--- config.mk ---
export PLATFORM = sky130hd
export DESIGN_NAME = echo_detector_flat
export DESIGN_NICKNAME = d
export VERILOG_FILES = /design/src/rtl/echo_detector_if.sv /design/src/rtl/echo_detector.sv /design/src/flat_wrapper.sv
export SDC_FILE = /design/constraint.sdc
export NUM_CORES = 1
export LEC_CHECK = 0
export CORE_MARGIN = 4
export CORE_UTILIZATION = 42
export DETAILED_ROUTE_END_ITERATION = 7
export SLEW_MARGIN = 20
export SYNTH_ARGS = -nofsm -noshare
export SYNTH_HDL_FRONTEND = slang
export SYNTH_SLANG_ARGS = --single-unit
--- constraint.sdc ---
create_clock -name clk -period 8.55 [get_ports clk]
set_input_delay 2.565 -clock clk [delete_from_list [all_inputs] [get_ports clk]]
set_output_delay 2.565 -clock clk [all_outputs]
set_load 0.1 [all_outputs]
--- src/rtl/echo_detector_if.sv ---
// Bundles the echo detector's control, DFT-sum inputs and result outputs.
// master drives stimulus and reads results; slave is the detector side.
interface echo_detector_if #(
  parameter int unsigned TW = 24
) ();
  logic               start;
  logic               abort;
  logic        [64:0] threshold;
  logic signed [63:0] cos_sum;
  logic signed [63:0] sin_sum;
  logic               busy;
  logic               valid;
  logic               timeout;
  logic      [TW-1:0] tof;
  logic        [64:0] peak_mag;

  modport master (
    output start, abort, threshold, cos_sum, sin_sum,
    input  busy, valid, timeout, tof, peak_mag
  );

  modport slave (
    input  start, abort, threshold, cos_sum, sin_sum,
    output busy, valid, timeout, tof, peak_mag
  );
endinterface

--- src/rtl/echo_detector.sv ---
// Time-of-flight echo detector: alpha-max/beta-min magnitude of the DFT bin,
// blanking after start, then search for the first sustained threshold crossing.
module echo_detector #(
  parameter int unsigned BLANK_CYCLES   = 2000,
  parameter int unsigned HOLD_CYCLES    = 8,
  parameter int unsigned TIMEOUT_CYCLES = 1000000,
  parameter int unsigned TW             = 24
) (
  input logic            clk,
  input logic            rst_n,
  echo_detector_if.slave bus
);

  localparam int unsigned RW = $clog2(HOLD_CYCLES + 1);

  typedef enum logic [1:0] {StIdle, StBlank, StSearch} state_e;

  state_e          state_q, state_d;
  logic [TW-1:0]   tcnt_q, tcnt_d;
  logic [TW-1:0]   cand_q, cand_d;
  logic [TW-1:0]   tof_q, tof_d;
  logic [RW-1:0]   run_q, run_d;
  logic [64:0]     thr_q, thr_d;
  logic [64:0]     peak_q, peak_d;
  logic            valid_q, valid_d;
  logic            timeout_q, timeout_d;

  logic [63:0]     cos_u, sin_u, abs_cos, abs_sin;
  logic [63:0]     a_q, b_q, mx, mn;
  logic [64:0]     mag_d, mag_q;
  logic            above;

  // Two's-complement negate in 64 bits maps -2^63 to 2^63 exactly.
  always_comb begin
    cos_u   = $unsigned(bus.cos_sum);
    sin_u   = $unsigned(bus.sin_sum);
    abs_cos = cos_u[63] ? (~cos_u + 64'd1) : cos_u;
    abs_sin = sin_u[63] ? (~sin_u + 64'd1) : sin_u;
  end

  always_comb begin
    mx    = (a_q >= b_q) ? a_q : b_q;
    mn    = (a_q >= b_q) ? b_q : a_q;
    mag_d = {1'b0, mx} + {2'b00, mn[63:1]};
  end

  assign above = (mag_q > thr_q);

  always_comb begin
    state_d   = state_q;
    tcnt_d    = tcnt_q;
    cand_d    = cand_q;
    run_d     = run_q;
    thr_d     = thr_q;
    peak_d    = peak_q;
    tof_d     = tof_q;
    valid_d   = 1'b0;
    timeout_d = 1'b0;

    if (bus.abort) begin
      state_d = StIdle;
    end else begin
      unique case (state_q)
        StIdle: begin
          if (bus.start) begin
            state_d = StBlank;
            tcnt_d  = '0;
            thr_d   = bus.threshold;
            peak_d  = '0;
            run_d   = '0;
          end
        end
        StBlank: begin
          tcnt_d = tcnt_q + 1'b1;
          if (tcnt_q == TW'(BLANK_CYCLES - 1)) state_d = StSearch;
        end
        StSearch: begin
          tcnt_d = tcnt_q + 1'b1;
          if (mag_q > peak_q) peak_d = mag_q;
          if (above) begin
            run_d = run_q + 1'b1;
            if (run_q == '0) cand_d = tcnt_q;
          end else begin
            run_d = '0;
          end
          // Detection takes priority over expiry on the final search cycle.
          if (above && (run_q == RW'(HOLD_CYCLES - 1))) begin
            valid_d = 1'b1;
            tof_d   = (run_q == '0) ? tcnt_q : cand_q;
            state_d = StIdle;
          end else if (tcnt_q == TW'(TIMEOUT_CYCLES - 1)) begin
            timeout_d = 1'b1;
            state_d   = StIdle;
          end
        end
        default: state_d = StIdle;
      endcase
    end
  end

  always_ff @(posedge clk or negedge rst_n) begin
    if (!rst_n) begin
      state_q   <= StIdle;
      tcnt_q    <= '0;
      cand_q    <= '0;
      tof_q     <= '0;
      run_q     <= '0;
      thr_q     <= '0;
      peak_q    <= '0;
      valid_q   <= 1'b0;
      timeout_q <= 1'b0;
      a_q       <= '0;
      b_q       <= '0;
      mag_q     <= '0;
    end else begin
      state_q   <= state_d;
      tcnt_q    <= tcnt_d;
      cand_q    <= cand_d;
      tof_q     <= tof_d;
      run_q     <= run_d;
      thr_q     <= thr_d;
      peak_q    <= peak_d;
      valid_q   <= valid_d;
      timeout_q <= timeout_d;
      a_q       <= abs_cos;
      b_q       <= abs_sin;
      mag_q     <= mag_d;
    end
  end

  assign bus.busy     = (state_q != StIdle);
  assign bus.valid    = valid_q;
  assign bus.timeout  = timeout_q;
  assign bus.tof      = tof_q;
  assign bus.peak_mag = peak_q;

endmodule

--- src/flat_wrapper.sv ---
// flat-port wrapper written by rule: the top's interface ports become plain ports
module echo_detector_flat 
#(
  parameter int unsigned BLANK_CYCLES   = 2000,
  parameter int unsigned HOLD_CYCLES    = 8,
  parameter int unsigned TIMEOUT_CYCLES = 1000000,
  parameter int unsigned TW             = 24
)
  (clk, rst_n, bus_start, bus_abort, bus_threshold, bus_cos_sum, bus_sin_sum, bus_busy, bus_valid, bus_timeout, bus_tof, bus_peak_mag);
  echo_detector_if #(.TW(TW)) bus_i ();
  input logic clk;
  input logic rst_n;
  input wire logic [$bits(bus_i.start)-1:0] bus_start;
  input wire logic [$bits(bus_i.abort)-1:0] bus_abort;
  input wire logic [$bits(bus_i.threshold)-1:0] bus_threshold;
  input wire logic [$bits(bus_i.cos_sum)-1:0] bus_cos_sum;
  input wire logic [$bits(bus_i.sin_sum)-1:0] bus_sin_sum;
  output wire logic [$bits(bus_i.busy)-1:0] bus_busy;
  output wire logic [$bits(bus_i.valid)-1:0] bus_valid;
  output wire logic [$bits(bus_i.timeout)-1:0] bus_timeout;
  output wire logic [$bits(bus_i.tof)-1:0] bus_tof;
  output wire logic [$bits(bus_i.peak_mag)-1:0] bus_peak_mag;
  assign bus_i.start = bus_start;
  assign bus_i.abort = bus_abort;
  assign bus_i.threshold = bus_threshold;
  assign bus_i.cos_sum = bus_cos_sum;
  assign bus_i.sin_sum = bus_sin_sum;
  assign bus_busy = bus_i.busy;
  assign bus_valid = bus_i.valid;
  assign bus_timeout = bus_i.timeout;
  assign bus_tof = bus_i.tof;
  assign bus_peak_mag = bus_i.peak_mag;
  echo_detector #(.BLANK_CYCLES(BLANK_CYCLES), .HOLD_CYCLES(HOLD_CYCLES), .TIMEOUT_CYCLES(TIMEOUT_CYCLES), .TW(TW)) u_core (.clk(clk), .rst_n(rst_n), .bus(bus_i));
endmodule
==> metrics.md <==
| Metric | Value |
|---|---|
| Post-synthesis cell type count | 58 |
| Number of placement rows | 90 |
| Total power divided by cell area | 319 mW/mm^2 |
| Top Ports | 289 |
| Proportion of power drawn by combinational gates | 49.6% |
| Timing-limited maximum frequency | 0.142 GHz |
| Worst path slowest cell | sky130_fd_sc_hd__a211o_4 |
| Main flop type after synthesis | sky130_fd_sc_hd__dfrtp_1 |
| Global routing usage summed across all routing layers | 21.1% |
| Cell repeated most along the worst path | sky130_fd_sc_hd__a21oi_1 |
| Area of the die | 0.0649 mm^2 |
| Via count of the first global-routing pass | 20,280 |
| Synthesized-area fraction occupied by xor and xnor cells | 6.88% |
| Net switching fraction of the power | 43.1% |
| R2r worst-path depth | 23 |
| Clock Pin Slew Worst Setup and Hold Paths | 60 ps |
| Worst setup path end | u_core.mag_q[63] |
| Main combinational cell family by area after synthesis | compound AO/OA/AOI/OAI gates |
| Post-synthesis cell type with the largest combined area | sky130_fd_sc_hd__dfrtp_1 |
| Post-detailed-placement cell area | 0.0292 mm^2 |
| Height of the die | 255 um |
| Maximum buffer depth of the clock tree | 3 |
| Clock Latency Late Sink | 590 ps |
| Standby leakage power | 0.0138 uW |
| Unrepaired setup endpoints after global routing | false |
| Final routed wirelength across all metal layers | 69,100 um |
| Synthesized area per cell | 9.76 um^2 |
| Time the worst path needs with I/O delays and setup | 7040 ps |
| Worst R2R Start | u_core.b_q[4] |
| Num CTS Buffers | 46 |
| Iter 0 DRT Violations | 1,158 |
| Hold Buf Count CTS | 0 |
| Max rail drop VDD | 0.165 mV |
| Total congestion overflow after global routing | 0 |
| Fraction of the yosys area taken by sequential cells | 39.4% |
| Post-CTS setup repair buffer count | 0 |
| Gp weighted congestion | 0.920 |
| Fraction of registers with async set or reset after synthesis | 100% |
| Net count after synthesis | 3,084 |
| FF+latch count, synth | 403 |
| Reported net switching power | 4240 uW |
| Std-Cell Core Area | 0.0604 mm^2 |
| Total of warnings raised by yosys | 0 |
| Synth top area share | 39.4% |
| Sequential group share of total power | 29.4% |
| Crit start category | register |
| Post-synthesis share of cell area spent on and, or, nand and nor gates | 11.5% |
| Compound-Gate Fraction of Synth Area | 16.7% |
| Initial Utilization | 42.4% |
| Count of cells resized by post-cts repair | 0 |
| Reg-to-Reg End | u_core.mag_q[63] |
| Critical path, cell by cell | inv_1, ha_1, a21o_1, a2111oi_0, o21ai_0, a21oi_1, a21oi_1, o41ai_1, o311ai_0, a211o_4, buf_4, o21ai_0, ha_1, a211o_1, a211oi_1, nor3b_1, a21oi_1, a21oi_1, o31ai_1, o41ai_1, a311oi_1, o31ai_1, xnor2_1 |
| Number of flops mapped to enable cells by yosys | 0 |
| Fraction of the mapped netlist area in adder cells | 13.1% |
| # port buffers | 288 |
| Multiplexer area fraction after synthesis | 7.71% |
| Cell Area, Synth | 0.0256 mm^2 |
| Remaining number of nets flagged by the antenna check after routing | 0 |
| Number of antenna violations at the first check in global routing | 2 |
| Most frequent cells in the layout | 403 x sky130_fd_sc_hd__dfrtp_1, 285 x sky130_fd_sc_hd__clkdlybuf4s50_1, 266 x sky130_fd_sc_hd__ha_1 |
| Delay of the slowest critical-path stage | 570 ps |
| Actual transition at the worst max-transition pin | 1100 ps |
| Net count reported at finish | 3,333 |
| Final count of hold timing violations | 0 |
| Critical-path maximum fanout | 60 |
| Critical path data required time | 8990 ps |
| Residual DRC | 0 |
| Number of iterations in the first detailed-routing pass | 5 |
| Post-route cell area | 0.0308 mm^2 |
| Clock root cell | sky130_fd_sc_hd__clkbuf_16 |
| FF-to-FF setup slack | 1510 ps |
| Number of instances in the synthesized netlist | 2,620 |
| Count of filler cells inserted in the layout | 5,468 |
| Clk_skew | 25.5 ps |
| H-Tree Depth | 2 |
| Max-Slew Margin vs Limit | 26.4% |
| Status | completed |
| Clock tree from TritonCTS | done |
| Wire length of the first global-routing pass | 109,000 um |
| Average wire length per cell after detail routing | 18.7 um |
| Int Pwr | 5590 uW |
| Classification of the worst setup path | reg2reg |
| Most frequent standard cell in the layout excluding fill and tap cells | sky130_fd_sc_hd__dfrtp_1 |
| Summed negative setup slack over all endpoints | 0 ps |
| Clk network pwr share | 21.0% |
| Die W | 255 um |
| Routed vias | 20,066 |
| Sort of element at the end of the critical path | register |
| Count of final max-slew check failures | 0 |
| Number of maximum-capacitance constraint violations | 0 |
| Crit path launch | u_core.b_q[4] |
| P&R area growth vs syn | 20.5% |
| Worst hold path class | reg2reg |
| Setup-violating endpoint count in the final report | 0 |
| Worst endpoint data arrival time | 7480 ps |
| Period utilisation layout | 82.4% |
| Final HPWL from detailed placement | 55,200 um |
| Vias per std cell | 5.44 |
| Fraction of final layout cells with drive strength greater than 1 | 9.47% |
| Largest cells by area after synthesis | sky130_fd_sc_hd__dfrtp_1 39%, sky130_fd_sc_hd__ha_1 13%, sky130_fd_sc_hd__mux2_2 6.7% |
| Clk sink count | 403 |
| Largest net degree at the start of global routing | 164 |
-- state kept, by name (all words and copies together), names as in the netlist --
| signal | cells |
|---|---|
| u_core.cand_q | 24 |
| u_core.a_q | 64 |
| u_core.thr_q | 65 |
| u_core.bus.valid | 1 |
| u_core.b_q | 64 |
| u_core.tcnt_q | 24 |
| u_core.bus.tof | 24 |
| u_core.mag_q | 65 |
| u_core.run_q | 4 |
| u_core.state_q | 2 |
| u_core.bus.peak_mag | 65 |
| u_core.bus.timeout | 1 |
-- power by group through the flow --
stage	registers (uW)	clock network (uW)	logic, uW
finish	2890	2070	4880
floorplan	3410	0	2910
CTS	2890	2130	4870
global placement	2900	0	4720
global route	2950	2200	5400
detailed placement	2920	0	4840
-- synth_stat cells, types with 3 or more instances --
library cell / instances
sky130_fd_sc_hd__and3_1: 18
sky130_fd_sc_hd__nand4_1: 58
sky130_fd_sc_hd__nand2_1: 181
sky130_fd_sc_hd__nor4b_1: 3
sky130_fd_sc_hd__and2_1: 4
sky130_fd_sc_hd__a211oi_1: 17
sky130_fd_sc_hd__or3_1: 35
sky130_fd_sc_hd__inv_1: 218
sky130_fd_sc_hd__or4_1: 22
sky130_fd_sc_hd__nand3b_1: 7
sky130_fd_sc_hd__nand3_1: 29
sky130_fd_sc_hd__xnor2_1: 159
sky130_fd_sc_hd__mux2_2: 153
sky130_fd_sc_hd__a21oi_1: 142
sky130_fd_sc_hd__buf_1: 4
sky130_fd_sc_hd__nor3_1: 29
sky130_fd_sc_hd__xor2_1: 42
sky130_fd_sc_hd__nand2b_1: 14
sky130_fd_sc_hd__a21o_1: 101
sky130_fd_sc_hd__or4_4: 4
sky130_fd_sc_hd__o21bai_1: 11
sky130_fd_sc_hd__mux2i_1: 25
sky130_fd_sc_hd__o41ai_1: 19
sky130_fd_sc_hd__a41oi_1: 4
sky130_fd_sc_hd__o211ai_1: 14
sky130_fd_sc_hd__a22o_1: 68
sky130_fd_sc_hd__o31ai_1: 45
sky130_fd_sc_hd__nor2_1: 138
sky130_fd_sc_hd__nor3b_1: 5
sky130_fd_sc_hd__a311oi_1: 5
sky130_fd_sc_hd__nor2b_1: 16
sky130_fd_sc_hd__a211o_1: 6
sky130_fd_sc_hd__o21ai_0: 182
sky130_fd_sc_hd__a31oi_1: 9
sky130_fd_sc_hd__dfrtp_1: 403
sky130_fd_sc_hd__a221oi_1: 3
sky130_fd_sc_hd__clkbuf_1: 94
sky130_fd_sc_hd__or3_4: 3
sky130_fd_sc_hd__or2_2: 13
sky130_fd_sc_hd__o22ai_1: 6
sky130_fd_sc_hd__nor4_1: 12
sky130_fd_sc_hd__ha_1: 266
sky130_fd_sc_hd__o21a_1: 12
-- cells by family (layout without fill, tap and decap cells) --
kind of cell | after synthesis | after routing
muxes | 178 | 178
and+or+nand+nor | 596 | 596
xor gates and xnor gates | 201 | 201
other | 0 | 1
adders and majority gates | 267 | 267
DFF | 403 | 403
buffers and inverters | 317 | 601
AOI/OAI and AO/OA | 658 | 658
-- through the flow --
step | setup WS, ps | instances | power (uW) | util (%) | hold WS, ps
floorplan | 2140 | 2620 | 6330 | - | 473
global placement | 1480 | 3603 | 7620 | 48.4 | 489
detailed placement | 1420 | 3603 | 7750 | 48.4 | 493
CTS | 1490 | 3686 | 9890 | 51.1 | 506
global route | 897 | 3687 | 10600 | 51.1 | 510
finish | 1510 | 3687 | 9830 | 51.1 | 503
-- worst min-delay path by stage --
stage	cells past startpoint	slack, ps	end	from
detailed placement	1	490	u_core.thr_q[23]	u_core.thr_q[23]
finish	1	500	u_core.thr_q[23]	u_core.thr_q[23]
floorplan	1	470	u_core.bus.peak_mag[0]	u_core.mag_q[0]
CTS	1	510	u_core.thr_q[23]	u_core.thr_q[23]
global route	1	510	u_core.cand_q[19]	u_core.cand_q[19]
global placement	1	490	u_core.cand_q[8]	u_core.cand_q[8]
-- cell type report --
class,count,area (um^2),area share [%]
multi-input cells,1900,14300,46.5
clock inverters,20,287,0.929
clock buffers,63,1330,4.30
well taps,782,978,3.17
repair buffers,300,2990,9.71
diodes,1,2.50,0.00812
flip-flops and latches,403,10100,32.7
inverters,218,818,2.65
-- layer usage --
layer  vias up  routed length (um)  GRT usage (%)
met2       460               31500           34.2
met4         0                2200           7.17
met1      9660               32400           29.4
li1       9847                   -              -
met3        99                2910           2.64
met5         -                   0              0
-- critical path, delay by kind of cell (launching register included) --
kind / cells / cell delay [ps]
AOI/OAI and AO/OA: 17 / 5170
adders and majority gates: 2 / 620
buffers and inverters: 2 / 420
DFF: 1 / 340
and+or+nand+nor: 1 / 160
xor gates and xnor gates: 1 / 140
Power figures use the tool's default switching activity.
